File: config.mk
export PLATFORM = sky130hd
export DESIGN_NAME = pulse_detector_marine_radar
export DESIGN_NICKNAME = d
export VERILOG_FILES = /design/src/rtl/pulse_detector_marine_radar_pkg.sv /design/src/rtl/pulse_detector_marine_radar_hyst_qual_counter.sv /design/src/rtl/pulse_detector_marine_radar.sv
export SDC_FILE = /design/constraint.sdc
export NUM_CORES = 1
export LEC_CHECK = 0
export ABC_AREA = 0
export CORE_ASPECT_RATIO = 0.5
export CORE_MARGIN = 2
export CORE_UTILIZATION = 49
export DETAILED_ROUTE_END_ITERATION = 6
export PLACE_DENSITY = 0.81
export SYNTH_ARGS = -nofsm -noshare
export SYNTH_HDL_FRONTEND = slang
export SYNTH_SLANG_ARGS = --single-unit
File: constraint.sdc
create_clock -name clock -period 4.4 [get_ports clock]
set_clock_uncertainty 0.2 [all_clocks]
set_input_delay 1.1 -clock clock [delete_from_list [all_inputs] [get_ports clock]]
set_output_delay 1.1 -clock clock [all_outputs]
set_load 0.1 [all_outputs]
File: src/rtl/pulse_detector_marine_radar_pkg.sv
// Shared marine-radar definitions: detector state encoding, counter width and
// the effective-latency helper used by the pulse detector.
package pulse_detector_marine_radar_pkg;

  localparam int unsigned CNT_W = 32;

  typedef logic [CNT_W-1:0] cnt_t;

  localparam cnt_t CNT_MAX = '1;

  typedef enum logic [1:0] {
    RELAXED   = 2'd0,
    ARMING    = 2'd1,
    EXCITED   = 2'd2,
    DISARMING = 2'd3
  } det_state_t;

  // A latency of zero behaves exactly like a latency of one.
  function automatic cnt_t eff_latency(input cnt_t lat);
    return (lat == '0) ? cnt_t'(1) : lat;
  endfunction

endpackage

File: src/rtl/pulse_detector_marine_radar_hyst_qual_counter.sv
// Qualification counter shared by the ARMING and DISARMING phases:
// clear > load-with-1 > saturating increment, plus a reach compare.
module hyst_qual_counter
  import pulse_detector_marine_radar_pkg::*;
(
  input  logic i_clk,
  input  logic i_rst,
  input  logic i_load,
  input  logic i_inc,
  input  logic i_clr,
  input  cnt_t i_limit,
  output logic o_reach
);

  cnt_t r_count;

  always_ff @(posedge i_clk) begin
    if (i_rst || i_clr) begin
      r_count <= '0;
    end else if (i_load) begin
      r_count <= cnt_t'(1);
    end else if (i_inc && (r_count != CNT_MAX)) begin
      r_count <= r_count + cnt_t'(1);
    end
  end

  assign o_reach = (r_count >= i_limit);

endmodule

File: src/rtl/pulse_detector_marine_radar.sv
// Hysteretic pulse detector for trigger/ARP/ACP inputs.
// Period measurement is compiled only when PULSE_DET_PERIOD_EN is defined.
module pulse_detector_marine_radar
  import pulse_detector_marine_radar_pkg::*;
#(
  parameter int unsigned WIDTH = 12
) (
  input  logic             clock,
  input  logic             reset,
  input  logic             enable,
  input  logic             sig_valid,
  input  logic [WIDTH-1:0] sig,
  input  logic [WIDTH-1:0] thresh_excite,
  input  logic [WIDTH-1:0] thresh_relax,
  input  logic [CNT_W-1:0] latency,
  output logic             pulse,
  output logic             excited,
  output logic [CNT_W-1:0] pulse_count,
  output logic [CNT_W-1:0] period
);

  det_state_t r_state;
  logic       r_pulse;
  cnt_t       r_pulse_count;

  logic w_high, w_low;
  logic w_load, w_inc, w_clr;
  logic w_reach, w_fire, w_relax_done;
  cnt_t w_limit;

  assign w_high  = (sig >= thresh_excite);
  assign w_low   = (sig <= thresh_relax);
  assign w_limit = eff_latency(latency);

  // The transition is taken on the edge after the qualifying count is
  // registered; that edge ignores the sample presented with it.
  always_comb begin
    w_load = 1'b0;
    w_inc  = 1'b0;
    w_clr  = 1'b0;
    if (!enable) begin
      w_clr = 1'b1;
    end else begin
      case (r_state)
        RELAXED: w_load = sig_valid && w_high;
        ARMING: begin
          if (w_reach) w_clr = 1'b1;
          else if (sig_valid) begin
            w_inc = w_high;
            w_clr = !w_high;
          end
        end
        EXCITED: w_load = sig_valid && w_low;
        DISARMING: begin
          if (w_reach) w_clr = 1'b1;
          else if (sig_valid) begin
            w_inc = w_low;
            w_clr = !w_low;
          end
        end
        default: w_clr = 1'b1;
      endcase
    end
  end

  assign w_fire       = enable && (r_state == ARMING) && w_reach;
  assign w_relax_done = enable && (r_state == DISARMING) && w_reach;

  hyst_qual_counter u_qual (
    .i_clk   (clock),
    .i_rst   (reset),
    .i_load  (w_load),
    .i_inc   (w_inc),
    .i_clr   (w_clr),
    .i_limit (w_limit),
    .o_reach (w_reach)
  );

  always_ff @(posedge clock) begin
    if (reset) begin
      r_state       <= RELAXED;
      r_pulse       <= 1'b0;
      r_pulse_count <= '0;
    end else begin
      r_pulse <= w_fire;
      if (w_fire) r_pulse_count <= r_pulse_count + cnt_t'(1);
      if (!enable) begin
        r_state <= RELAXED;
      end else begin
        case (r_state)
          RELAXED:   if (sig_valid && w_high) r_state <= ARMING;
          ARMING: begin
            if (w_fire) r_state <= EXCITED;
            else if (sig_valid && !w_high) r_state <= RELAXED;
          end
          EXCITED:   if (sig_valid && w_low) r_state <= DISARMING;
          DISARMING: begin
            if (w_relax_done) r_state <= RELAXED;
            else if (sig_valid && !w_low) r_state <= EXCITED;
          end
          default:   r_state <= RELAXED;
        endcase
      end
    end
  end

  assign pulse       = r_pulse;
  assign excited     = (r_state == EXCITED) || (r_state == DISARMING);
  assign pulse_count = r_pulse_count;

`ifdef PULSE_DET_PERIOD_EN
  cnt_t r_timer;
  cnt_t r_period;
  logic r_seen;

  always_ff @(posedge clock) begin
    if (reset) begin
      r_timer  <= '0;
      r_period <= '0;
      r_seen   <= 1'b0;
    end else if (enable) begin
      if (w_fire) begin
        r_timer <= '0;
        r_seen  <= 1'b1;
        if (r_seen) r_period <= (r_timer == CNT_MAX) ? CNT_MAX : r_timer + cnt_t'(1);
      end else if (r_timer != CNT_MAX) begin
        r_timer <= r_timer + cnt_t'(1);
      end
    end
  end

  assign period = r_period;
`else
  assign period = '0;
`endif

endmodule

==> results.py, run 1 <==
metrics = {
    "global_route": {
        "met2_usage_pct": 42.1,
        "grtUsageMet1_pct": 30.6,
        "grt_start_max_net_pins": 63,
        "met3_usage_pct": 4.94,
        "track_usage_pct": 24.5,
        "overflow": 0,
        "grt_pass1_vias": 5097,
        "grt_busiest_layer": "met2",
        "grt_pass1_wl_mm": 23.3,
        "antenna_found_initial": 0,
    },
    "finish": {
        "layout-drive-gt1-share_pct": 12.8,
        "n_fill_cell": 772,
        "layout.cells.non_filler": 946,
        "area_growth_pct": 37.3,
        "nets": 931,
        "antennaDiodeCount": 0,
    },
    "floorplan": {
        "initial_core_util_pct": 50.9,
        "dieArea_um2": 11600,
        "pin_count": 138,
        "die_height_um": 77.2,
        "fp-row-count": 26,
        "core_area_um2": 10300,
        "die_x_um": 150,
    },
    "route": {
        "wl_mm": 15.3,
        "via_count": 5577,
        "firstDrtPassIters": 6,
        "drt-vias-per-instance": 5.90,
        "ant_nets": 0,
        "dr.first_iter.drc_count": 652,
        "post_drt_wl_per_cell_um": 16.2,
        "drc": 0,
    },
    "synth": {
        "ys_warn_count": 0,
        "synth_top_cell_by_area": "dfxtp_1",
        "synth.area.top_cells": "dfxtp_1 26%, ha_1 14%, a21oi_1 6.0%",
        "yosys.area.top_type_share_pct": 25.6,
        "synth_edf_count": 0,
        "synth_seq_cells": 67,
        "yosysMostFrequentCell": "inv_1",
        "avgSynthCellArea_um2": 7.89,
        "synth_commonest_cells": "74 x inv_1, 67 x dfxtp_1, 63 x a21oi_1, 58 x ha_1, 42 x nor2_1",
        "ys.flop_type": "dfxtp_1",
        "ys_seq_area_share_pct": 25.6,
        "synth_area_um2": 5250,
        "ys_types": 59,
        "synth_cells": 665,
        "synthArstFlopShare_pct": 0,
    },
    "critical_path": {
        "crit_required_ns": 4.41,
        "reg2reg_to": "u_qual.r_count[26]",
        "rrSetupSlack_ns": 1.04,
        "cp_top_family": "compound AO/OA/AOI/OAI gates",
        "cp_cell_sequence": "clkdlybuf4s50_1, nor4_2, nand4_1, o21bai_1, ha_1, nand2b_4, a2111oi_4, or4b_4, a31oi_4, or2_4, clkbuf_16, o41ai_1, a21oi_1",
        "cp_max_fo": 18,
        "cp-start-kind": "primary input",
        "cp.arrival_ns": 4.45,
        "path_buf_inv": 2,
        "slowest_stage": "o41ai_1",
        "r2r.worst_path.cells": 11,
        "path_class": "in -> reg",
        "crit_path_end_kind": "flip-flop",
        "crit_path_max_incr_delay_ns": 0.53,
        "r2r_start": "u_qual.r_count[24]",
    },
    "sta": {
        "fin_crit_sh_pct": 101,
        "clock.fmax_ghz": 0.225,
        "worst_pin_slew_ns": 1.01,
        "hold_viol_final": 0,
        "maxSlewHeadroom_pct": 32.5,
        "tns_ns": -0.0700,
        "fin_crit_ns": 4.44,
        "setup_ws_ns": -0.0374,
        "slew_violations": 0,
        "finalSetupViolCount": 2,
    },
    "clocking": {
        "cts_tree": "done",
        "insertion_delay_ns": 0.34,
        "clockBufferDepth": 2,
        "path_clk_slew_ns": 0.06,
        "cts_root_buffer": "clkbuf_16",
        "clock-sinks": 67,
        "numCtsBuffers": 9,
        "htreeDepth": 3,
    },
    "run_status": {
        "violations": "negative setup slack",
        "status": "finished, violations left",
    },
    "power_and_ir_drop": {
        "power_density_nw_per_um2": 232,
        "p_leak_uw": 0.00307,
        "peakVddDrop_v": 0.000195,
    },
    "hold_path": {
        "holdPathEnd": "pulse_count[1]",
        "hold_start": "pulse_count[1]",
        "hold_depth": 2,
        "hold_class": "reg -> reg",
    },
    "place": {
        "placed_cells": 922,
        "dp_hpwl_mm": 9.91,
        "portBuffers": 105,
        "finalWeightedCongestion": 0.834,
    },
    "run": {
        "timing.max_cap.violations": 0,
    },
}
==> sequential cells by signal, indices dropped and copies added (netlist names) <==
name / flops
pulse: 1
pulse_count: 32
r_state: 2
u_qual.r_count: 32
==> cell usage in the layout, fill, tap and decap left out, types with 5 or more instances in the layout <==
master           synthesis  layout
a21oi_1                 63      59
and2_1                   5       5
and3_1                   7       7
buf_4                   34      41
clkbuf_16                0      12
clkdlybuf4s50_1          0      76
conb_1                   1      32
dfxtp_1                 67      67
dlymetal6s2s_1           0      29
ha_1                    58      58
inv_1                   74      74
nand2_1                 34      34
nand2b_1                 6       5
nand3_1                 22      22
nand4_1                 19      19
nor2_1                  42      42
nor3_1                   8       8
nor4_2                   0       8
o2111ai_1               12      12
o211ai_1                 8       8
o21ai_0                 23      23
o31ai_1                 22      22
o41ai_1                  6       5
or3_1                   17      16
or4_1                   28      28
xor2_1                  17      17
==> worst max-delay path by stage <==
stage | slack [ns] | cells after the start | start | endpoint
6_report | -0.04 | 13 | latency[7] | u_qual.r_count[26]
4_1_cts | 0.006 | 14 | latency[11] | u_qual.r_count[24]
3_3_place_gp | -0.34 | 12 | latency[16] | u_qual.r_count[13]
2_1_floorplan | 0.36 | 14 | latency[25] | u_qual.r_count[15]
3_5_place_dp | -0.51 | 14 | latency[8] | u_qual.r_count[24]
5_1_grt | -0.16 | 13 | latency[7] | u_qual.r_count[26]
==> per-layer routing <==
metal  up-vias  share of wire (%)  wire (µm)
met5         -                  0          0
met4         0                3.0        461
met3        63                6.5        994
met2       252                 48       7360
met1      2608                 42       6480
li1       2654                  -          -
==> worst register-to-register path, delay by kind of cell, from the launching register on <==
kind                       cells  cell delay, ns
AOI/OAI and AO/OA              4            1.18
buffers and inverters          3            0.56
DFF                            1            0.49
and+or+nand+nor                3            0.48
adders and majority gates      1            0.31
==> report_power, final <==
group          switching, µW  internal (µW)  leakage (µW)
combinational            209            112       0.00240
sequential              1.44            608      0.000539
clock                    296            441      0.000134
==> metrics by stage <==
| step | util, % | cell area (µm²) | power, µW | hold WS (ns) | setup slack, ns |
|---|---|---|---|---|---|
| global route | 69.8 | 7200 | 1720 | 0.327 | -0.160 |
| floorplan | - | 5360 | 846 | 0.263 | 0.364 |
| finish | 69.8 | 7200 | 1670 | 0.296 | -0.0374 |
| detailed placement | 63.7 | 6570 | 936 | 0.288 | -0.511 |
| global placement | 63.7 | 6570 | 928 | 0.277 | -0.341 |
| CTS | 67.2 | 6930 | 1660 | 0.296 | 0.00588 |
==> cell type report <==
type                       count  area [µm²]  area share, %
clock buffer                   9         225           3.13
clock inverter                 7        77.6           1.08
inverter                      74         278           3.86
multi-input combinational    494        3500           48.5
sequential                    67        1340           18.6
tap                          140         175           2.43
timing repair buffer         155        1610           22.3
==> cell families (layout without fill, tap and decap cells) <==
kind of cell / Yosys count / in the layout / share of synthesized area (%)
AO/OA/AOI/OAI: 158 / 159 / 19.6
flip-flops: 67 / 67 / 25.6
buffers and inverters: 137 / 245 / 13.1
XOR/XNOR: 21 / 21 / 3.50
other: 1 / 32 / 0.0715
AND/OR/NAND/NOR: 223 / 224 / 24.4
adder cells (fa/ha/maj): 58 / 58 / 13.8
==> repair_timing <==
| item | 4_1_cts | 5_1_grt |
|---|---|---|
| gates resized for setup | 8 | 45 |
| endpoints found under the setup margin | 35 | 44 |
| gates cloned | 1 | 5 |
| setup buffers | 0 | 2 |
| hold buffers | 0 | 0 |
| pin swaps | 6 | 31 |
Power figures use the tool's default switching activity.
==> run 2, diff against run 1 <==
ABC_AREA = 1   (was 0)
PLACE_DENSITY = 0.79   (was 0.81)
REMOVE_ABC_BUFFERS = 1   (was unset)
SKIP_CTS_REPAIR_TIMING = 1   (was unset)
==> run 2 against run 1 <==
  * The flow now finishes without violations
  * Global-route usage down 1.1 points
  * Combinational power decreased by 4%
  * Design area rose by 3.9%
  * Synthesized cell count grew 37%
  * Maximum frequency grew 16%
  * Setup slack better by 0.60 ns
  * Routed wire length increased by 0.23%
  * Register-to-register slack improved by 0.73 ns
  * Sequential cell count stayed put
  * Sequential share of layout area decreased by 0.71 points
  * Synthesized area grew 17%
  * Critical path type unchanged
  * Critical endpoint is now pulse_count[27]
==> results.py, run 2 <==
metrics = {
    "run_status": {
        "status": "completed",
    },
    "sta": {
        "rsz0062_at_grt": "false",
        "worst_pin_slew_ns": 0.981,
        "tns_ns": 0,
        "setup_ws_ns": 0.565,
        "fin_crit_ns": 3.84,
        "finalSetupViolCount": 0,
        "fin_crit_sh_pct": 87.2,
        "clock.fmax_ghz": 0.261,
        "hold_viol_final": 0,
        "slew_violations": 0,
        "maxSlewHeadroom_pct": 34.4,
    },
    "route": {
        "drc": 0,
        "wl_mm": 15.3,
        "via_count": 6094,
        "ant_nets": 0,
        "drt-vias-per-instance": 5.14,
        "dr.first_iter.drc_count": 324,
        "firstDrtPassIters": 5,
        "post_drt_wl_per_cell_um": 12.9,
    },
    "finish": {
        "n_fill_cell": 1124,
        "antennaDiodeCount": 0,
        "layout_commonest_cell": "nand2_1",
        "area_growth_pct": 22.1,
        "nets": 1145,
        "multi_input_area_um2": 4080,
        "layout_common_cells": "223 x nand2_1, 114 x inv_1, 105 x clkdlybuf4s50_1",
        "layout-drive-gt1-share_pct": 9.41,
        "register_area_um2": 1340,
    },
    "critical_path": {
        "cp_max_fo": 33,
        "cp_top_family": "simple AND/OR/NAND/NOR gates",
        "rrSetupSlack_ns": 1.77,
        "crit_required_ns": 4.45,
        "cp.arrival_ns": 3.89,
        "reg2reg_to": "pulse_count[27]",
        "r2r.worst_path.cells": 11,
        "cpMostUsedCell": "nand2_1",
        "crit_path_end_kind": "flip-flop",
        "crit_path_max_incr_delay_ns": 0.46,
        "path_class": "in -> reg",
        "r2r_start": "u_qual.r_count[15]",
        "crit_cells": 17,
        "cp-start-kind": "primary input",
        "cp_cell_sequence": "clkdlybuf4s50_1, nor4_1, nand4_1, o21bai_1, ha_1, nand4_1, nor2_1, nor2_1, nand2_1, nand2_1, nand2_1, nand2_1, nand2_1, nand2_2, inv_2, o21ai_0, a21oi_1",
        "path_buf_inv": 2,
        "slowest_stage": "nor4_1",
    },
    "power_and_ir_drop": {
        "p_clk_share_pct": 44.0,
        "internal-power_uw": 1140,
        "power_density_nw_per_um2": 218,
        "swShare_pct": 30.0,
        "p_leak_uw": 0.00306,
        "power_frac_seq_pct": 37.2,
        "combPwrFrac_pct": 18.8,
        "peakVddDrop_v": 0.000199,
        "p_sw_uw": 489,
    },
    "clocking": {
        "path_clk_slew_ns": 0.06,
        "clockBufferDepth": 2,
        "cts_root_buffer": "clkbuf_16",
        "htreeDepth": 3,
        "clock-sinks": 67,
        "insertion_delay_ns": 0.34,
        "numCtsBuffers": 9,
        "cts_tree": "done",
    },
    "hold_path": {
        "hold_class": "reg -> reg",
        "hold_start": "pulse_count[30]",
        "holdPathEnd": "pulse_count[30]",
        "hold_depth": 2,
    },
    "floorplan": {
        "die_height_um": 83.1,
        "initial_core_util_pct": 51.0,
        "core_area_um2": 12000,
        "die_x_um": 162,
        "dieArea_um2": 13500,
        "fp-row-count": 28,
        "pin_count": 138,
    },
    "global_route": {
        "grt_pass1_wl_mm": 26.4,
        "antenna_found_initial": 0,
        "overflow": 0,
        "grt_pass1_vias": 5758,
        "grt_start_max_net_pins": 34,
        "track_usage_pct": 23.4,
    },
    "synth": {
        "synth_commonest_cells": "223 x nand2_1, 114 x inv_1, 67 x dfxtp_1, 66 x nor2_1",
        "avgSynthCellArea_um2": 6.71,
        "synth_area_um2": 6130,
        "ys_warn_count": 0,
        "ys_seq_area_share_pct": 21.9,
        "synth.area.top_cells": "dfxtp_1 22%, nand2_1 14%, ha_1 12%",
        "ys.flop_type": "dfxtp_1",
        "ys_types": 38,
        "synth_top_cell_by_area": "dfxtp_1",
        "yosysMostFrequentCell": "nand2_1",
        "synth_cells": 914,
        "synthArstFlopShare_pct": 0,
        "synth_seq_cells": 67,
        "synth_edf_count": 0,
        "yosys.area.top_type_share_pct": 21.9,
    },
    "place": {
        "portBuffers": 105,
        "place_ws_ns": 0.237,
        "dp_hpwl_mm": 12.3,
        "finalWeightedCongestion": 0.940,
    },
    "run": {
        "timing.max_cap.violations": 0,
    },
}
-- run 2: layout make-up --
| class | count | share of cell area, % |
|---|---|---|
| inverter | 115 | 5.77 |
| tap | 165 | 2.76 |
| multi-input combinational | 708 | 54.5 |
| timing repair buffer | 114 | 15.1 |
| clock inverter | 6 | 0.869 |
| clock buffer | 10 | 3.06 |
| sequential | 67 | 17.9 |
-- run 2: worst max-delay path by stage --
| stage | from | end |
|---|---|---|
| 2_1_floorplan | latency[0] | u_qual.r_count[1] |
| 3_3_place_gp | latency[8] | pulse_count[27] |
| 3_5_place_dp | latency[8] | pulse_count[27] |
| 4_1_cts | latency[8] | pulse_count[27] |
| 5_1_grt | latency[12] | pulse_count[8] |
| 6_report | latency[8] | pulse_count[27] |
-- run 2: power groups by stage --
stage               clock network (µW)  logic (µW)  registers (µW)
floorplan                            0         205             621
global placement                     0         300             622
detailed placement                   0         307             622
CTS                                728         308             608
global route                       764         336             608
finish                             718         308             608
-- run 2: stage by stage --
stage                     hold slack [ns]  cell area [µm²]  util (%)  cells  power, µW
after floorplan                     0.264             5850         -    890        827
after global placement              0.276             7190      59.9   1169        921
after detailed placement            0.284             7190      59.9   1169        929
after CTS                           0.293             7490      62.3   1185       1640
after global routing                0.313             7490      62.3   1185       1710
final                               0.292             7490      62.3   1185       1630
-- run 2: cell families after synthesis --
family                   after synthesis  synth area share (%)
flip-flops                            67                  21.9
adder cells (fa/ha/maj)               58                  11.8
buffers and inverters                170                  13.5
other                                  1                0.0612
XOR/XNOR                              53                  7.57
AND/OR/NAND/NOR                      462                  34.6
AO/OA/AOI/OAI                        103                  10.5
-- run 2: routing by layer --
| layer | global-route usage, % | vias to the layer above | wire length [µm] |
|---|---|---|---|
| met4 | 4.99 | 0 | 202 |
| met2 | 40.9 | 186 | 7240 |
| met3 | 4.35 | 32 | 844 |
| met5 | 0 | - | 0 |
| met1 | 30.2 | 2750 | 7050 |
| li1 | - | 3126 | - |
-- run 2: tightest hold or removal path: stages (launching register included) --
cell     delay, ns
dfxtp_1       0.32
nand2_1       0.07
a21oi_1       0.06
==> run 3, diff against run 2 <==
PLACE_DENSITY = 0.88   (was 0.79)
==> run 3 against run 2 <==
  * Sequential share of layout area decreased by 0.083 points
  * Non-clock buffer count stayed put
  * Largest power group unchanged
  * Global-route usage grew 0.32 points
==> results.py, run 3 (synthesis results as in run 2) <==
metrics = {
    "critical_path": {
        "r2r.worst_path.cells": 11,
        "rrSetupSlack_ns": 1.68,
        "crit_start": "latency[12]",
        "crit_path_end_kind": "flip-flop",
        "cp_max_fo": 33,
        "cp.arrival_ns": 4.01,
        "reg2reg_to": "pulse_count[27]",
        "path_class": "in -> reg",
        "cp-start-kind": "primary input",
        "r2r_start": "u_qual.r_count[15]",
        "crit_required_ns": 4.46,
    },
    "power_and_ir_drop": {
        "internal-power_uw": 1230,
        "power_frac_seq_pct": 35.6,
        "power_density_nw_per_um2": 228,
        "p_sw_uw": 479,
        "combPwrFrac_pct": 18.3,
        "p_leak_uw": 0.00308,
        "p_clk_share_pct": 46.2,
        "peakVddDrop_v": 0.000221,
        "swShare_pct": 28.0,
    },
    "global_route": {
        "grt_start_max_net_pins": 34,
        "grt_pass1_wl_mm": 26.8,
        "track_usage_pct": 23.8,
        "grt_pass1_vias": 5903,
        "antenna_found_initial": 0,
        "overflow": 0,
    },
    "sta": {
        "worst_pin_slew_ns": 0.999,
        "finalSetupViolCount": 0,
        "maxSlewHeadroom_pct": 33.2,
        "rsz0062_at_grt": "false",
        "hold_viol_final": 0,
        "clock.fmax_ghz": 0.254,
        "tns_ns": 0,
        "fin_crit_ns": 3.94,
        "slew_violations": 0,
        "hold_ws_ns": 0.289,
        "fin_crit_sh_pct": 89.6,
    },
    "hold_path": {
        "holdPathEnd": "pulse_count[30]",
        "hold_class": "reg -> reg",
        "hold_start": "pulse_count[30]",
        "hold_depth": 2,
    },
    "route": {
        "dr.first_iter.drc_count": 383,
        "drc": 0,
        "post_drt_wl_per_cell_um": 13.2,
        "ant_nets": 0,
        "drt-vias-per-instance": 5.25,
        "wl_mm": 15.7,
        "via_count": 6220,
        "firstDrtPassIters": 7,
    },
    "place": {
        "dp_hpwl_mm": 12.4,
        "portBuffers": 105,
        "placed_cells": 1169,
        "finalWeightedCongestion": 0.965,
    },
    "clocking": {
        "cts_root_buffer": "clkbuf_16",
        "insertion_delay_ns": 0.33,
        "numCtsBuffers": 9,
        "clock-sinks": 67,
        "clockBufferDepth": 2,
        "cts_tree": "done",
        "path_clk_slew_ns": 0.06,
        "htreeDepth": 3,
    },
    "floorplan": {
        "die_x_um": 162,
        "initial_core_util_pct": 51.0,
        "die_height_um": 83.1,
        "pin_count": 138,
        "dieArea_um2": 13500,
        "fp-row-count": 28,
        "core_area_um2": 12000,
    },
    "finish": {
        "nets": 1145,
        "n_fill_cell": 1056,
        "register_area_um2": 1340,
        "layout_commonest_cell": "nand2_1",
        "layout.cells.non_filler": 1185,
        "layout-drive-gt1-share_pct": 9.41,
        "layout_common_cells": "223 x nand2_1, 114 x inv_1, 105 x clkdlybuf4s50_1",
        "antennaDiodeCount": 0,
        "area_growth_pct": 22.7,
        "multi_input_area_um2": 4080,
    },
    "run": {
        "timing.max_cap.violations": 0,
    },
    "run_status": {
        "status": "completed",
    },
}
run 3: cell count changes in the layout (fill, tap and decap cells not counted), sizes merged:
cell    before  now
clkinv       3    1
bufinv       1    2
clkbuf      10   12
inv        116  115
run 3: worst max-delay path by stage:
stage,end,slack [ns],cells past startpoint
finish,pulse_count[27],0.46,18
global route,pulse_count[31],0.16,18
CTS,pulse_count[27],0.46,18
detailed placement,pulse_count[27],0.13,18
global placement,pulse_count[27],0.30,17
floorplan,u_qual.r_count[1],0.29,15
run 3: per-layer routing:
metal / global-route usage, % / up-vias / wire, µm
met5: 0 / - / 0
met4: 6.44 / 0 / 303
met3: 4.20 / 28 / 791
met2: 42.7 / 201 / 7640
met1: 29.3 / 2863 / 6960
li1: - / 3128 / -
run 3: final cells by class:
cell class / count / area share, %
multi-input combinational: 708 / 54.3
clock inverter: 4 / 0.965
timing repair buffer: 114 / 15.0
tap: 165 / 2.74
inverter: 115 / 5.74
sequential: 67 / 17.8
clock buffer: 12 / 3.41
run 3: worst max-delay path, cell delays in order:
cell and delay, ns:
clkdlybuf4s50_1 0.42, nor4_1 0.40, buf_4 0.18, nand4_1 0.11, o21bai_1 0.19, ha_1 0.14, nand4_1 0.08, nor2_1 0.09
nor2_1 0.05, nand2_1 0.05, nand2_1 0.05, nand2_1 0.11, nand2_1 0.07, nand2_1 0.11, nand2_2 0.11, inv_2 0.42
o21ai_0 0.18, a21oi_1 0.16
run 3: power groups by stage:
stage	clock network [µW]	registers [µW]	logic [µW]
after floorplan	0	621	205
after global placement	0	622	300
after detailed placement	0	622	311
after CTS	795	609	312
after global routing	825	608	339
final	791	609	312
run 3: through the flow:
step / power [µW] / utilization, % / setup slack, ns / instance area (µm²)
floorplan: 827 / - / 0.294 / 5850
global route: 1770 / 62.6 / 0.164 / 7520
detailed placement: 932 / 59.9 / 0.129 / 7190
finish: 1710 / 62.6 / 0.456 / 7520
global placement: 922 / 59.9 / 0.295 / 7190
CTS: 1720 / 62.6 / 0.462 / 7520
